==> src/rtl/aquarium_pump_sequencer.sv <==
// Aquarium pump sequencer: drives the hot and cold circulation pumps from
// heat/cool requests. It keeps the two pumps mutually exclusive, enforces
// minimum on time, dead time and maximum run time, and latches a dry-run
// lockout when the water level drops.
module aquarium_pump_sequencer #(
    parameter int TICK_DIV     = 50000000,
    parameter int MIN_ON_TICKS = 10,
    parameter int DEAD_TICKS   = 5,
    parameter int MAX_ON_TICKS = 600,
    parameter int CNT_W        = 16
) (
    input  logic       clk,
    input  logic       rst_n,
    input  logic       heat_req,
    input  logic       cool_req,
    input  logic       water_ok,
    input  logic       fault_clr,
    output logic       pump_hot,
    output logic       pump_cold,
    output logic       busy,
    output logic       conflict,
    output logic [1:0] fault_code,
    output logic [2:0] state_o
);

    localparam int PW = (TICK_DIV > 1) ? $clog2(TICK_DIV) : 1;

    localparam logic [PW-1:0]    PRESC_LAST = PW'(TICK_DIV - 1);
    localparam logic [CNT_W-1:0] MIN_T      = CNT_W'(MIN_ON_TICKS);
    localparam logic [CNT_W-1:0] DEAD_T     = CNT_W'(DEAD_TICKS);
    localparam logic [CNT_W-1:0] MAX_T      = CNT_W'(MAX_ON_TICKS);

    localparam logic [1:0] FC_NONE    = 2'b00;
    localparam logic [1:0] FC_LOW_H2O = 2'b01;
    localparam logic [1:0] FC_OVERRUN = 2'b10;

    typedef enum logic [2:0] {
        S_IDLE    = 3'd0,
        S_HOT_ON  = 3'd1,
        S_COLD_ON = 3'd2,
        S_DEAD    = 3'd3,
        S_LOCKOUT = 3'd4
    } state_t;

    state_t           state_q, state_d;
    logic [PW-1:0]    presc_q, presc_d;
    logic [CNT_W-1:0] timer_q, timer_d;
    logic [1:0]       fault_q, fault_d;
    logic             tick;
    logic             pump_hot_q, pump_cold_q, busy_q, conflict_q;

    // Free-running timebase; tick marks the last cycle of each period.
    always_comb begin
        tick    = (presc_q == PRESC_LAST);
        presc_d = tick ? '0 : presc_q + 1'b1;
    end

    // Next-state logic: water loss always wins, then overrun, then normal sequencing.
    always_comb begin
        state_d = state_q;
        fault_d = fault_q;
        unique case (state_q)
            S_IDLE: begin
                if (!water_ok) begin
                    state_d = S_LOCKOUT;
                    fault_d = FC_LOW_H2O;
                end else if (heat_req && !cool_req) begin
                    state_d = S_HOT_ON;
                end else if (cool_req && !heat_req) begin
                    state_d = S_COLD_ON;
                end
            end
            S_HOT_ON, S_COLD_ON: begin
                if (!water_ok) begin
                    state_d = S_LOCKOUT;
                    fault_d = FC_LOW_H2O;
                end else if (timer_q >= MAX_T) begin
                    state_d = S_LOCKOUT;
                    fault_d = FC_OVERRUN;
                end else if (timer_q >= MIN_T &&
                             !((state_q == S_HOT_ON) ? heat_req : cool_req)) begin
                    state_d = S_DEAD;
                end
            end
            S_DEAD: begin
                if (!water_ok) begin
                    state_d = S_LOCKOUT;
                    fault_d = FC_LOW_H2O;
                end else if (timer_q >= DEAD_T) begin
                    state_d = S_IDLE;
                end
            end
            S_LOCKOUT: begin
                if (fault_clr && water_ok) begin
                    state_d = S_IDLE;
                    fault_d = FC_NONE;
                end
            end
            default: begin
                state_d = S_IDLE;
                fault_d = FC_NONE;
            end
        endcase
    end

    // State timer restarts on every state change and saturates at its maximum.
    always_comb begin
        timer_d = timer_q;
        if (state_d != state_q) begin
            timer_d = '0;
        end else if (tick && (timer_q != '1)) begin
            timer_d = timer_q + 1'b1;
        end
    end

    // State, timers and outputs; outputs decode the next state so pumps move with it.
    always_ff @(posedge clk) begin
        if (!rst_n) begin
            state_q     <= S_IDLE;
            presc_q     <= '0;
            timer_q     <= '0;
            fault_q     <= FC_NONE;
            pump_hot_q  <= 1'b0;
            pump_cold_q <= 1'b0;
            busy_q      <= 1'b0;
            conflict_q  <= 1'b0;
        end else begin
            state_q     <= state_d;
            presc_q     <= presc_d;
            timer_q     <= timer_d;
            fault_q     <= fault_d;
            pump_hot_q  <= (state_d == S_HOT_ON);
            pump_cold_q <= (state_d == S_COLD_ON);
            busy_q      <= (state_d == S_HOT_ON) || (state_d == S_COLD_ON) ||
                           (state_d == S_DEAD);
            conflict_q  <= (state_d == S_IDLE) && heat_req && cool_req;
        end
    end

    assign pump_hot   = pump_hot_q;
    assign pump_cold  = pump_cold_q;
    assign busy       = busy_q;
    assign conflict   = conflict_q;
    assign fault_code = fault_q;
    assign state_o    = state_q;

endmodule

==> config.mk <==
export PLATFORM = sky130hd
export DESIGN_NAME = aquarium_pump_sequencer
export DESIGN_NICKNAME = d
export VERILOG_FILES = /design/src/rtl/aquarium_pump_sequencer.sv
export SDC_FILE = /design/constraint.sdc
export NUM_CORES = 1
export LEC_CHECK = 0
export ABC_AREA = 1
export CAP_MARGIN = 20
export CELL_PAD_IN_SITES_DETAIL_PLACEMENT = 0
export CELL_PAD_IN_SITES_GLOBAL_PLACEMENT = 1
export CORE_UTILIZATION = 30
export DETAILED_ROUTE_END_ITERATION = 16
export PLACE_DENSITY_LB_ADDON = 0.1
export SYNTH_ARGS = -nofsm -noshare
export SYNTH_HDL_FRONTEND = slang
export SYNTH_SLANG_ARGS = --single-unit
==> constraint.sdc <==
create_clock -name clk -period 2.95 [get_ports clk]
set_clock_uncertainty 0.1 [all_clocks]
set_input_delay 0.885 -clock clk [delete_from_list [all_inputs] [get_ports clk]]
set_output_delay 0.885 -clock clk [all_outputs]
set_load 0.05 [all_outputs]
# Word level (Yosys, flattened, before mapping)
# Cells that the tools add are included.
[op_classes]
mux = 16
addsub = 2
n_eq_ne = 13
order_cmp = 3
bitwise_logic = 1
n_reduce_logical = 19
[ops]
columns = ["operator", "n"]
rows = [
  ["$mux 3", 9],
  ["$add 26x1->26 const B", 1],
  ["$eq 26x26->1 const B", 1],
  ["$add 16x1->16 const B", 1],
  ["$ge 16x10->1 const B", 1],
  ["$ge 16x3->1 const B", 1],
  ["$ge 16x4->1 const B", 1],
  ["$ne 16x16->1 const B", 1],
  ["$eq 3x2->1 const B", 4],
  ["$pmux 3 s4", 1],
  ["$mux 2", 4],
  ["$reduce_or 2->1", 4],
  ["$logic_and 1x1->1", 7],
  ["$eq 3x1->1 const B", 2],
  ["$logic_not 3->1", 2],
  ["$pmux 2 s3", 1],
  ["$ne 2x2->1 const B", 2],
  ["$eq 3x3->1 const B", 1],
  ["$logic_not 1->1", 3],
  ["$ne 3x3->1", 1],
  ["$ne 3x3->1 const B", 1],
  ["$reduce_and 3->1", 1],
  ["$logic_or 1x1->1", 2],
  ["$mux 1", 1],
  ["$not 1->1", 1],
]
[totals]
word_cells = 62
output_inout_bits = 9
reg_bits = 51
input_bits = 6

# Logic depth before layout (Yosys ltp)
# Gate-level depths: netlist (run 1).
[logic_depth]
depth_word = 11
ltp_mapped = 13
depth_no_buf = 13

# Least setup slack after synthesis (run 1)
# OpenSTA, ideal clock, no wires.
[synth_timing]
path_kind = "register to register"
from = "register state_q[1], in the netlist state_o[1]"
to = "register timer_q[10]"
synth_period_minus_slack_ns = 2.090
path_slack_ns = 0.860
setup_time_ns = 0.115
t_required_ns = 2.735
t_arrival_ns = 1.875
stages_incl_launch_ff = 13
n_path_buf = 1
cell_sequence = "dfxtp_1 -> inv_1 -> nand2_2 -> nand2_2 -> nor2_1 -> inv_1 -> nor2_2 -> nand2_1 -> nand2_1 -> nand2_1 -> nand3_2 -> buf_6 -> nor3_2"
[synth_via]
elab_chain_cells = 10
word_cells_on_any_way = 21
[synth_rtl]
columns = ["item", "line", "rtl"]
rows = [
  ["from (decl)", "45", "state_t state_q, state_d;"],
  ["from (signal assigned)", "128", "state_q <= state_d;"],
  ["$eq 3x1->1", "62, 81", ""],
  ["$mux 1", "81", "!((state_q == S_HOT_ON) ? heat_req : cool_req)) begin"],
  ["$logic_not 1->1", "81", ""],
  ["$logic_and 1x1->1", "80", "end else if (timer_q >= MIN_T &&"],
  ["$mux 3", "80", ""],
  ["$mux 3", "77", "end else if (timer_q >= MAX_T) begin"],
  ["$mux 3", "74", "if (!water_ok) begin"],
  ["$pmux 3 s4", "62", "unique case (state_q)"],
  ["$ne 3x3->1 (*)", "109", "if (state_d != state_q) begin"],
  ["$reduce_or 2->1 (no source line) (*)", "n/a", ""],
  ["to (signal assigned)", "130", "timer_q <= timer_d;"],
  ["to (decl)", "47", "logic [CNT_W-1:0] timer_q, timer_d;"],
]
# Mark *: on every way between the ends. The rest lies on a longest branch, timed or not.
# A chain may end at the register's enable or synchronous reset.

# Worst setup path in the final report (run 1)
[layout_timing]
from = "register state_q[0], in the netlist state_o[0]"
to = "output port state_o[0]"
[layout_lines]
columns = ["item", "line", "rtl"]
rows = [
  ["to (decl)", "23", "output logic [2:0] state_o"],
]
# No word-level cell between the ends.

==> results.sh, run 1 <==
export IMPL_max_vdd_ir_drop_v=0.000183
export IMPL_post_route_cells_drive_above_1_share=0.125
export IMPL_sum_of_net_half_perimeters_after_detailed_placement_microns=5210
export IMPL_first_pass_iters=4
export IMPL_r2r_slack_ns=0.75
export IMPL_timing_hold_worst_path_depth=1
export IMPL_syn_avg_cell_area_sq_um=6.73
export IMPL_initial_core_util=0.315
export IMPL_post_route_period_util=0.889
export IMPL_synth_top_family_by_area="simple AND/OR/NAND/NOR gates"
export IMPL_setup_violations=0
export IMPL_grt_pass1_wl_microns=12200
export IMPL_vias_per_cell=4.42
export IMPL_endpoint_with_the_worst_hold_slack="presc_q[0]"
export IMPL_critical_path_required_ns=1.97
export IMPL_synth_top_flop_cell="sky130_fd_sc_hd__dfxtp_1"
export IMPL_grt_setup_unrepaired="no"
export IMPL_grt_pass1_vias=2646
export IMPL_num_vias=2711
export IMPL_fmax_mhz=381
export IMPL_critPathMaxFanout=6
export IMPL_power_static_leakage_nw=1.35
export IMPL_complex_gate_fraction_of_the_synthesized_area=0.0502
export IMPL_regToRegEndpoint="presc_q[5]"
export IMPL_finalHoldViolations=0
export IMPL_drv_max_cap_violation_count=0
export IMPL_fin_total_pwr_mw=1.28
export IMPL_final_setup_tns_ns=0
export IMPL_outcome="finished, final reports clean"
export IMPL_detailedRoute_firstIterationViolations=67
export IMPL_critical_path_max_stage_delay_ns=0.85
export IMPL_drc_errors=0
export IMPL_postRouteAntennaNets=0
export IMPL_ys_seq_elements=51
export IMPL_edff_count_synth=0
export IMPL_clock_sinks=51
export IMPL_area_taken_by_multi_input_logic_gates_sq_mm=0.00177
export IMPL_route_detailed_wl_per_inst_microns=11.4
export IMPL_max_slew_margin=0.585
export IMPL_worst_setup_path_start_kind="flop"
export IMPL_overflow=0
export IMPL_cts_max_level=2
export IMPL_ordered_cell_list_for_the_critical_path="clkdlybuf4s50_1"
export IMPL_worstReg2RegStart="presc_q[0]"
export IMPL_cts_hold_buffers=0
export IMPL_timing_critical_path_slowest_stage_cell="sky130_fd_sc_hd__clkdlybuf4s50_1"
export IMPL_die_w_microns=104
export IMPL_final_period_minus_worst_setup_slack_ns=2.62
export IMPL_min_from="presc_q[0]"
export IMPL_synthesized_area_fraction_occupied_by_and_or_nand_nor_cells=0.443
export IMPL_synth_top_cells_by_count="sky130_fd_sc_hd__nand2_1, sky130_fd_sc_hd__inv_1, sky130_fd_sc_hd__nor2_1, sky130_fd_sc_hd__dfxtp_1, sky130_fd_sc_hd__nand3_1"
export IMPL_path_class="reg2out"
export IMPL_synthesis_nets=474
export IMPL_portBuffers=14
export IMPL_design_core_area_sq_mm=0.00991
export IMPL_crit_arrival_ns=1.64
export IMPL_seq_area_sq_mm=0.00102
export IMPL_yosys_warnings=0
export IMPL_maxSlewViolCount=0
export IMPL_synth_xor_area_share=0.0534
export IMPL_clk_path_buf_depth=2
export IMPL_synth_adder_area_share=0.0201
export IMPL_design_portCount=15
export IMPL_cts_made_buffers=5
export IMPL_pd_cells_mw_per_mm2=366
export IMPL_synth_area_leader_cell="sky130_fd_sc_hd__dfxtp_1"
export IMPL_cts_root_buffer_cell="sky130_fd_sc_hd__clkbuf_8"
export IMPL_critical_path_n_buffers_inverters=1
export IMPL_ys_types=35
export IMPL_antenna_found_initial=0
export IMPL_cts_post_setup_buffers_inserted=0
export IMPL_antenna_diode_count=0
export IMPL_die_area_sq_mm=0.0108
export IMPL_muxShareOfSynthArea=0
export IMPL_cts_repair_resize_count=0
export IMPL_asyncSetResetFlopFracSynth=0
export IMPL_synth_top_area_share=0.327
export IMPL_n_fill_cell=1128
export IMPL_die_h_microns=104
export IMPL_finalNetCount=492
export IMPL_drt_wl_total_microns=7000
export IMPL_ys_top_cells_by_area="sky130_fd_sc_hd__dfxtp_1, sky130_fd_sc_hd__nand2_1, sky130_fd_sc_hd__inv_1"
export IMPL_clock_tree_from_tritoncts="built"
export IMPL_hold_path_class="reg2reg"
export IMPL_layout_area_overhead_vs_synth_pct=12.1
export IMPL_routabilityCongestion=0.761
export IMPL_r2r_cells=9
export IMPL_worstMarginPinSlew_ns=0.621
export IMPL_std_cell_rows=36
export IMPL_yosysMostFrequentCell="sky130_fd_sc_hd__nand2_1"
export IMPL_critPathCaptureType="output port"
export IMPL_grt_use_total=0.138
export IMPL_largest_net_degree_at_the_start_of_global_routing=18
export IMPL_crit_family="buffers and inverters"
export IMPL_clkSlewWorstSetupHoldPaths_ns=0.09
export IMPL_synth_cell_area_sq_mm=0.00312
export IMPL_synth_seq_area_share=0.327
export IMPL_worst_skew_pair_late_latency_ns=0.31
export IMPL_path_depth=1
export IMPL_number_of_standard_cells_after_synthesis=463
metrics by stage:
step	setup slack, ns	cell area (sq um)	utilization	hold slack, ns	instances
2_1_floorplan	0.860	3120	-	0.318	463
3_3_place_gp	0.151	3410	0.344	0.324	607
3_5_place_dp	0.0837	3410	0.344	0.337	607
4_1_cts	0.298	3490	0.353	0.357	614
5_1_grt	0.280	3490	0.353	0.379	614
6_report	0.327	3490	0.353	0.352	614
state kept, by name, indices dropped and copies added, names as in the netlist:
signal	count
busy	1
conflict	1
fault_code	2
presc_q	26
pump_cold	1
pump_hot	1
state_o	3
timer_q	16
area by class of cell:
| class | instances | share of cell area |
|---|---|---|
| Clock buffer | 6 | 0.0236 |
| Clock inverter | 1 | 0.00143 |
| Inverter | 70 | 0.0752 |
| Multi-Input combinational cell | 334 | 0.506 |
| Sequential cell | 51 | 0.292 |
| Tap cell | 133 | 0.0476 |
| Timing Repair Buffer | 19 | 0.0544 |
worst max path at each step:
| stage | start | end | slack (ns) |
|---|---|---|---|
| after floorplan | state_o[1] | timer_q[10] | 0.86 |
| after global placement | water_ok | timer_q[3] | 0.15 |
| after detailed placement | water_ok | timer_q[3] | 0.08 |
| after CTS | state_o[0] | state_o[0] | 0.30 |
| after global routing | state_o[0] | state_o[0] | 0.28 |
| final | state_o[0] | state_o[0] | 0.33 |
per-layer routing:
metal,GRT usage,up-vias,wire length [microns]
met4,0.0439,0,90
li1,-,1477,-
met2,0.245,18,3290
met1,0.170,1209,3480
met5,0,-,0
met3,0.0238,7,138
kinds of logic (layout without fill, tap and decap cells):
kind of cell / after synthesis / after routing
buffers and inverters: 78 / 96
adders and majority gates: 5 / 5
xor gates and xnor gates: 19 / 19
AOI/OAI and AO/OA: 28 / 28
DFF: 51 / 51
and+or+nand+nor: 282 / 282
report_power, final:
group          total, mW  leakage (nW)  internal [mW]  switching (mW)
clock network      0.423        0.0470          0.185           0.238
registers          0.705         0.412          0.698         0.00639
logic              0.152         0.891         0.0500           0.102
total               1.28          1.35          0.933           0.347
placed cells by master (no fill, tap or decap), types with 5 or more instances in the layout:
cell and instances:
sky130_fd_sc_hd__o21ai_0 7, sky130_fd_sc_hd__clkbuf_8 6, sky130_fd_sc_hd__inv_1 65, sky130_fd_sc_hd__nor2_1 57, sky130_fd_sc_hd__clkdlybuf4s50_1 14, sky130_fd_sc_hd__nor3_2 12
sky130_fd_sc_hd__dfxtp_1 51, sky130_fd_sc_hd__nor3_1 20, sky130_fd_sc_hd__a21oi_1 13, sky130_fd_sc_hd__nand2_1 122, sky130_fd_sc_hd__nand4_1 8, sky130_fd_sc_hd__nand3_1 23
sky130_fd_sc_hd__ha_1 5, sky130_fd_sc_hd__nand2_2 11, sky130_fd_sc_hd__nor2_2 6, sky130_fd_sc_hd__xor2_1 16
Power figures use the tool's default switching activity.
==> inputs of run 2 (changes only) <==
CORE_UTILIZATION = 47   (was 30)
==> run 2 against run 1 <==
  * Sequential power about the same
  * Cell area decreased by 1.4%
  * Combinational power decreased by 9%
  * Via count increased by 0.81%
  * Non-clock buffer count decreased by 2
  * Sequential share of layout area increased by 0.41 points
  * Routed wire length decreased by 9.2%
  * Highest routed layer unchanged
==> results.sh, run 2 (synthesis gave the netlist of run 1 again) <==
export IMPL_most_common_layout_cells="sky130_fd_sc_hd__nand2_1, sky130_fd_sc_hd__inv_1, sky130_fd_sc_hd__nor2_1"
export IMPL_first_pass_iters=5
export IMPL_die_area_sq_mm=0.00696
export IMPL_clock_tree_from_tritoncts="built"
export IMPL_cts_hold_buffers=0
export IMPL_critical_path_max_stage_delay_ns=0.85
export IMPL_worstMarginPinSlew_ns=0.501
export IMPL_num_vias=2733
export IMPL_dp_worst_setup_slack_ns=0.127
export IMPL_clkSlewWorstSetupHoldPaths_ns=0.10
export IMPL_worst_setup_path_start_kind="flop"
export IMPL_detailedRoute_firstIterationViolations=65
export IMPL_layout_cells_most_common="sky130_fd_sc_hd__nand2_1"
export IMPL_r2r_slack_ns=0.77
export IMPL_final_setup_tns_ns=0
export IMPL_max_slew_margin=0.665
export IMPL_grt_pass1_wl_microns=11400
export IMPL_vias_per_cell=4.91
export IMPL_die_h_microns=83.5
export IMPL_sum_of_net_half_perimeters_after_detailed_placement_microns=4730
export IMPL_design_core_area_sq_mm=0.00639
export IMPL_final_cell_count_no_fill=557
export IMPL_endpoint_with_the_worst_hold_slack="presc_q[0]"
export IMPL_setup_violations=0
export IMPL_critical_path_n_buffers_inverters=1
export IMPL_largest_register_ff_count=26
export IMPL_power_static_leakage_nw=1.35
export IMPL_drt_wl_total_microns=6360
export IMPL_pd_cells_mw_per_mm2=415
export IMPL_antenna_diode_count=0
export IMPL_grt_setup_unrepaired="no"
export IMPL_post_route_cells_drive_above_1_share=0.123
export IMPL_cts_made_buffers=5
export IMPL_die_w_microns=83.5
export IMPL_largest_net_degree_at_the_start_of_global_routing=25
export IMPL_max_vdd_ir_drop_v=0.000203
export IMPL_cts_max_level=2
export IMPL_hold_path_class="reg2reg"
export IMPL_r2r_cells=11
export IMPL_timing_final_ws_setup_ns=0.345
export IMPL_regToRegEndpoint="timer_q[15]"
export IMPL_worstReg2RegStart="timer_q[0]"
export IMPL_final_period_minus_worst_setup_slack_ns=2.61
export IMPL_standard_cell_area_after_detailed_placement_sq_mm=0.00331
export IMPL_maxSlewViolCount=0
export IMPL_drv_max_cap_violation_count=0
export IMPL_finalHoldViolations=0
export IMPL_portBuffers=14
export IMPL_cts_repair_resize_count=0
export IMPL_route_detailed_wl_per_inst_microns=11.4
export IMPL_cts_root_buffer_cell="sky130_fd_sc_hd__clkbuf_8"
export IMPL_drc_errors=0
export IMPL_outcome="finished, final reports clean"
export IMPL_fmax_mhz=384
export IMPL_largest_register="presc_q"
export IMPL_design_portCount=15
export IMPL_std_cell_rows=29
export IMPL_crit_path_start="state_o[2]"
export IMPL_grt_use_total=0.199
export IMPL_crit_arrival_ns=1.62
export IMPL_layout_area_overhead_vs_synth_pct=10.5
export IMPL_post_route_period_util=0.883
export IMPL_worst_skew_pair_late_latency_ns=0.31
export IMPL_fin_area_sq_mm=0.00345
export IMPL_ordered_cell_list_for_the_critical_path="clkdlybuf4s50_1"
export IMPL_postRouteAntennaNets=0
export IMPL_routabilityCongestion=0.827
export IMPL_grt_pass1_vias=2579
export IMPL_min_from="presc_q[0]"
export IMPL_critical_path_required_ns=1.97
export IMPL_clk_path_buf_depth=2
export IMPL_timing_hold_worst_path_depth=1
export IMPL_finalNetCount=490
export IMPL_path_depth=1
export IMPL_path_class="reg2out"
export IMPL_critPathMaxFanout=7
export IMPL_overflow=0
export IMPL_cts_post_setup_buffers_inserted=0
export IMPL_crit_family="buffers and inverters"
export IMPL_timing_critical_path_slowest_stage_cell="sky130_fd_sc_hd__clkdlybuf4s50_1"
export IMPL_initial_core_util=0.488
export IMPL_clock_sinks=51
export IMPL_antenna_found_initial=0
export IMPL_dp_cells=549
export IMPL_critPathCaptureType="output port"
==> run 2: changes by cell type in the layout (fill, tap and decap cells not counted), sizes merged <==
cell	delta
buf	-2
bufinv	+2
clkbuf	-1
clkinv	-1
clkinvlp	+1
==> run 2: worst max-delay path by stage <==
stage	to
floorplan	timer_q[10]
global placement	timer_q[4]
detailed placement	timer_q[15]
CTS	state_o[2]
global route	timer_q[1]
finish	state_o[2]
==> run 2: metrics by stage <==
step	hold WS (ns)	util	total power [mW]
2_1_floorplan	0.318	-	0.825
3_3_place_gp	0.327	0.518	0.862
3_5_place_dp	0.341	0.518	0.862
4_1_cts	0.361	0.540	1.45
5_1_grt	0.399	0.540	1.49
6_report	0.359	0.540	1.43
==> run 2: layout make-up <==
class	count	area [sq um]
clock buffer	5	68.8
clock inverter	3	67.6
fill	677	2940
inverter	70	263
multi-input combinational	334	1770
sequential	51	1020
tap	77	96.3
timing repair buffer	17	163
==> run 2: power breakdown <==
part	switching, mW	internal, mW	total [mW]
Clock	0.248	0.338	0.587
Combinational	0.0961	0.0425	0.139
Sequential	0.00796	0.698	0.706
==> run 2: routing by layer <==
| layer | routed length (microns) | GRT usage | up-vias |
|---|---|---|---|
| li1 | - | - | 1483 |
| met1 | 2980 | 0.241 | 1236 |
| met2 | 3240 | 0.363 | 9 |
| met3 | 75 | 0.0237 | 5 |
| met4 | 70 | 0.0663 | 0 |
| met5 | 0 | 0 | - |
==> inputs of run 3 (changes only) <==
ABC_CLOCK_PERIOD_IN_PS = 2950   (was default)
PLACE_DENSITY = 0.83   (was default)
PLACE_DENSITY_LB_ADDON = default   (was 0.1)
==> run 3 against run 2 <==
  * Cell area fell by 0.62%
  * Worst setup slack worse by 0.0063 ns
  * Combinational power about the same
  * Utilization decreased by 0.33 points
  * Critical path type unchanged
  * Non-clock buffer count is 2 higher
  * Largest cell class unchanged
  * Die area stayed put
  * Fmax fell by 0.24%
  * Via count decreased by 0.15%
  * Register-to-register slack about the same
  * Final cell count increased by 0.36%
==> results.sh, run 3 (synthesis gave the netlist of run 1 again) <==
export IMPL_outcome="finished, final reports clean"
export IMPL_largest_register_ff_count=26
export IMPL_antenna_diode_count=0
export IMPL_drc_errors=0
export IMPL_vias_per_cell=4.88
export IMPL_finalNetCount=492
export IMPL_overflow=0
export IMPL_ordered_cell_list_for_the_critical_path="clkdlybuf4s50_1"
export IMPL_critical_path_required_ns=1.97
export IMPL_die_h_microns=83.5
export IMPL_worst_skew_pair_late_latency_ns=0.30
export IMPL_route_detailed_wl_per_inst_microns=11.4
export IMPL_detailedRoute_firstIterationViolations=47
export IMPL_cts_post_setup_buffers_inserted=0
export IMPL_die_area_sq_mm=0.00696
export IMPL_cts_max_level=2
export IMPL_critical_path_max_stage_delay_ns=0.85
export IMPL_standard_cell_area_after_detailed_placement_sq_mm=0.00332
export IMPL_drv_max_cap_violation_count=0
export IMPL_min_from="presc_q[0]"
export IMPL_cts_root_buffer_cell="sky130_fd_sc_hd__clkbuf_8"
export IMPL_routabilityCongestion=0.825
export IMPL_crit_arrival_ns=1.63
export IMPL_initial_core_util=0.488
export IMPL_cts_repair_resize_count=0
export IMPL_most_common_layout_cells="sky130_fd_sc_hd__nand2_1, sky130_fd_sc_hd__inv_1, sky130_fd_sc_hd__nor2_1"
export IMPL_crit_path_start="state_o[2]"
export IMPL_post_route_period_util=0.885
export IMPL_layout_area_overhead_vs_synth_pct=9.83
export IMPL_max_vdd_ir_drop_v=0.000229
export IMPL_portBuffers=14
export IMPL_worstReg2RegStart="presc_q[0]"
export IMPL_layout_cells_most_common="sky130_fd_sc_hd__nand2_1"
export IMPL_drt_wl_total_microns=6380
export IMPL_grt_setup_unrepaired="no"
export IMPL_cts_made_buffers=5
export IMPL_worst_setup_path_start_kind="flop"
export IMPL_grt_pass1_wl_microns=11100
export IMPL_finalHoldViolations=0
export IMPL_clkSlewWorstSetupHoldPaths_ns=0.09
export IMPL_clock_sinks=51
export IMPL_critical_path_n_buffers_inverters=1
export IMPL_cts_hold_buffers=0
export IMPL_std_cell_rows=29
export IMPL_critPathCaptureType="output port"
export IMPL_hold_path_class="reg2reg"
export IMPL_first_pass_iters=4
export IMPL_largest_net_degree_at_the_start_of_global_routing=18
export IMPL_power_static_leakage_nw=1.35
export IMPL_grt_pass1_vias=2489
export IMPL_setup_violations=0
export IMPL_largest_register="presc_q"
export IMPL_path_class="reg2out"
export IMPL_max_slew_margin=0.572
export IMPL_die_w_microns=83.5
export IMPL_crit_family="buffers and inverters"
export IMPL_fmax_mhz=383
export IMPL_design_core_area_sq_mm=0.00639
export IMPL_final_period_minus_worst_setup_slack_ns=2.61
export IMPL_timing_critical_path_slowest_stage_cell="sky130_fd_sc_hd__clkdlybuf4s50_1"
export IMPL_grt_use_total=0.192
export IMPL_antenna_found_initial=0
export IMPL_num_vias=2729
export IMPL_post_route_cells_drive_above_1_share=0.124
export IMPL_critPathMaxFanout=7
export IMPL_design_portCount=15
export IMPL_clock_tree_from_tritoncts="built"
export IMPL_sum_of_net_half_perimeters_after_detailed_placement_microns=4800
export IMPL_worstMarginPinSlew_ns=0.641
export IMPL_final_setup_tns_ns=0
export IMPL_clk_path_buf_depth=2
export IMPL_pd_cells_mw_per_mm2=378
export IMPL_postRouteAntennaNets=0
export IMPL_fin_area_sq_mm=0.00342
export IMPL_maxSlewViolCount=0
[run 3: path summary, 6_finish.rpt]
path / to / slack (ns) / cells after the start
worst max-delay path: state_o[2] / 0.34 / 1
worst min-delay path: presc_q[0] / 0.35 / 1
worst max register to register: presc_q[2] / 0.77 / 9
worst min register to register: presc_q[0] / 0.35 / 1
[run 3: layout make-up]
type	count	area (sq um)
Inverter	70	263
Fill cell	681	2960
Multi-Input combinational cell	334	1770
Tap cell	77	96.3
Sequential cell	51	1020
Clock buffer	8	100
Timing Repair Buffer	19	178
[run 3: report_power, final]
group | leakage [nW] | total [mW] | internal (mW) | switching, mW
combinational | 0.887 | 0.141 | 0.0442 | 0.0970
clock | 0.0515 | 0.447 | 0.215 | 0.232
sequential | 0.412 | 0.706 | 0.698 | 0.00799
[run 3: through the flow]
stage | instances | power [mW] | hold slack, ns | setup WS [ns] | util
2_1_floorplan | 463 | 0.825 | 0.318 | 0.860 | -
3_3_place_gp | 551 | 0.864 | 0.330 | 0.167 | 0.521
3_5_place_dp | 551 | 0.865 | 0.338 | 0.116 | 0.521
4_1_cts | 559 | 1.30 | 0.351 | 0.330 | 0.536
5_1_grt | 559 | 1.36 | 0.376 | 0.232 | 0.536
6_report | 559 | 1.29 | 0.349 | 0.339 | 0.536
[run 3: per-layer routing]
metal	track usage	vias up	share of wire
li1	-	1484	-
met1	0.239	1213	0.46
met2	0.343	26	0.50
met3	0.0297	6	0.029
met4	0.0570	0	0.0092
met5	0	-	0
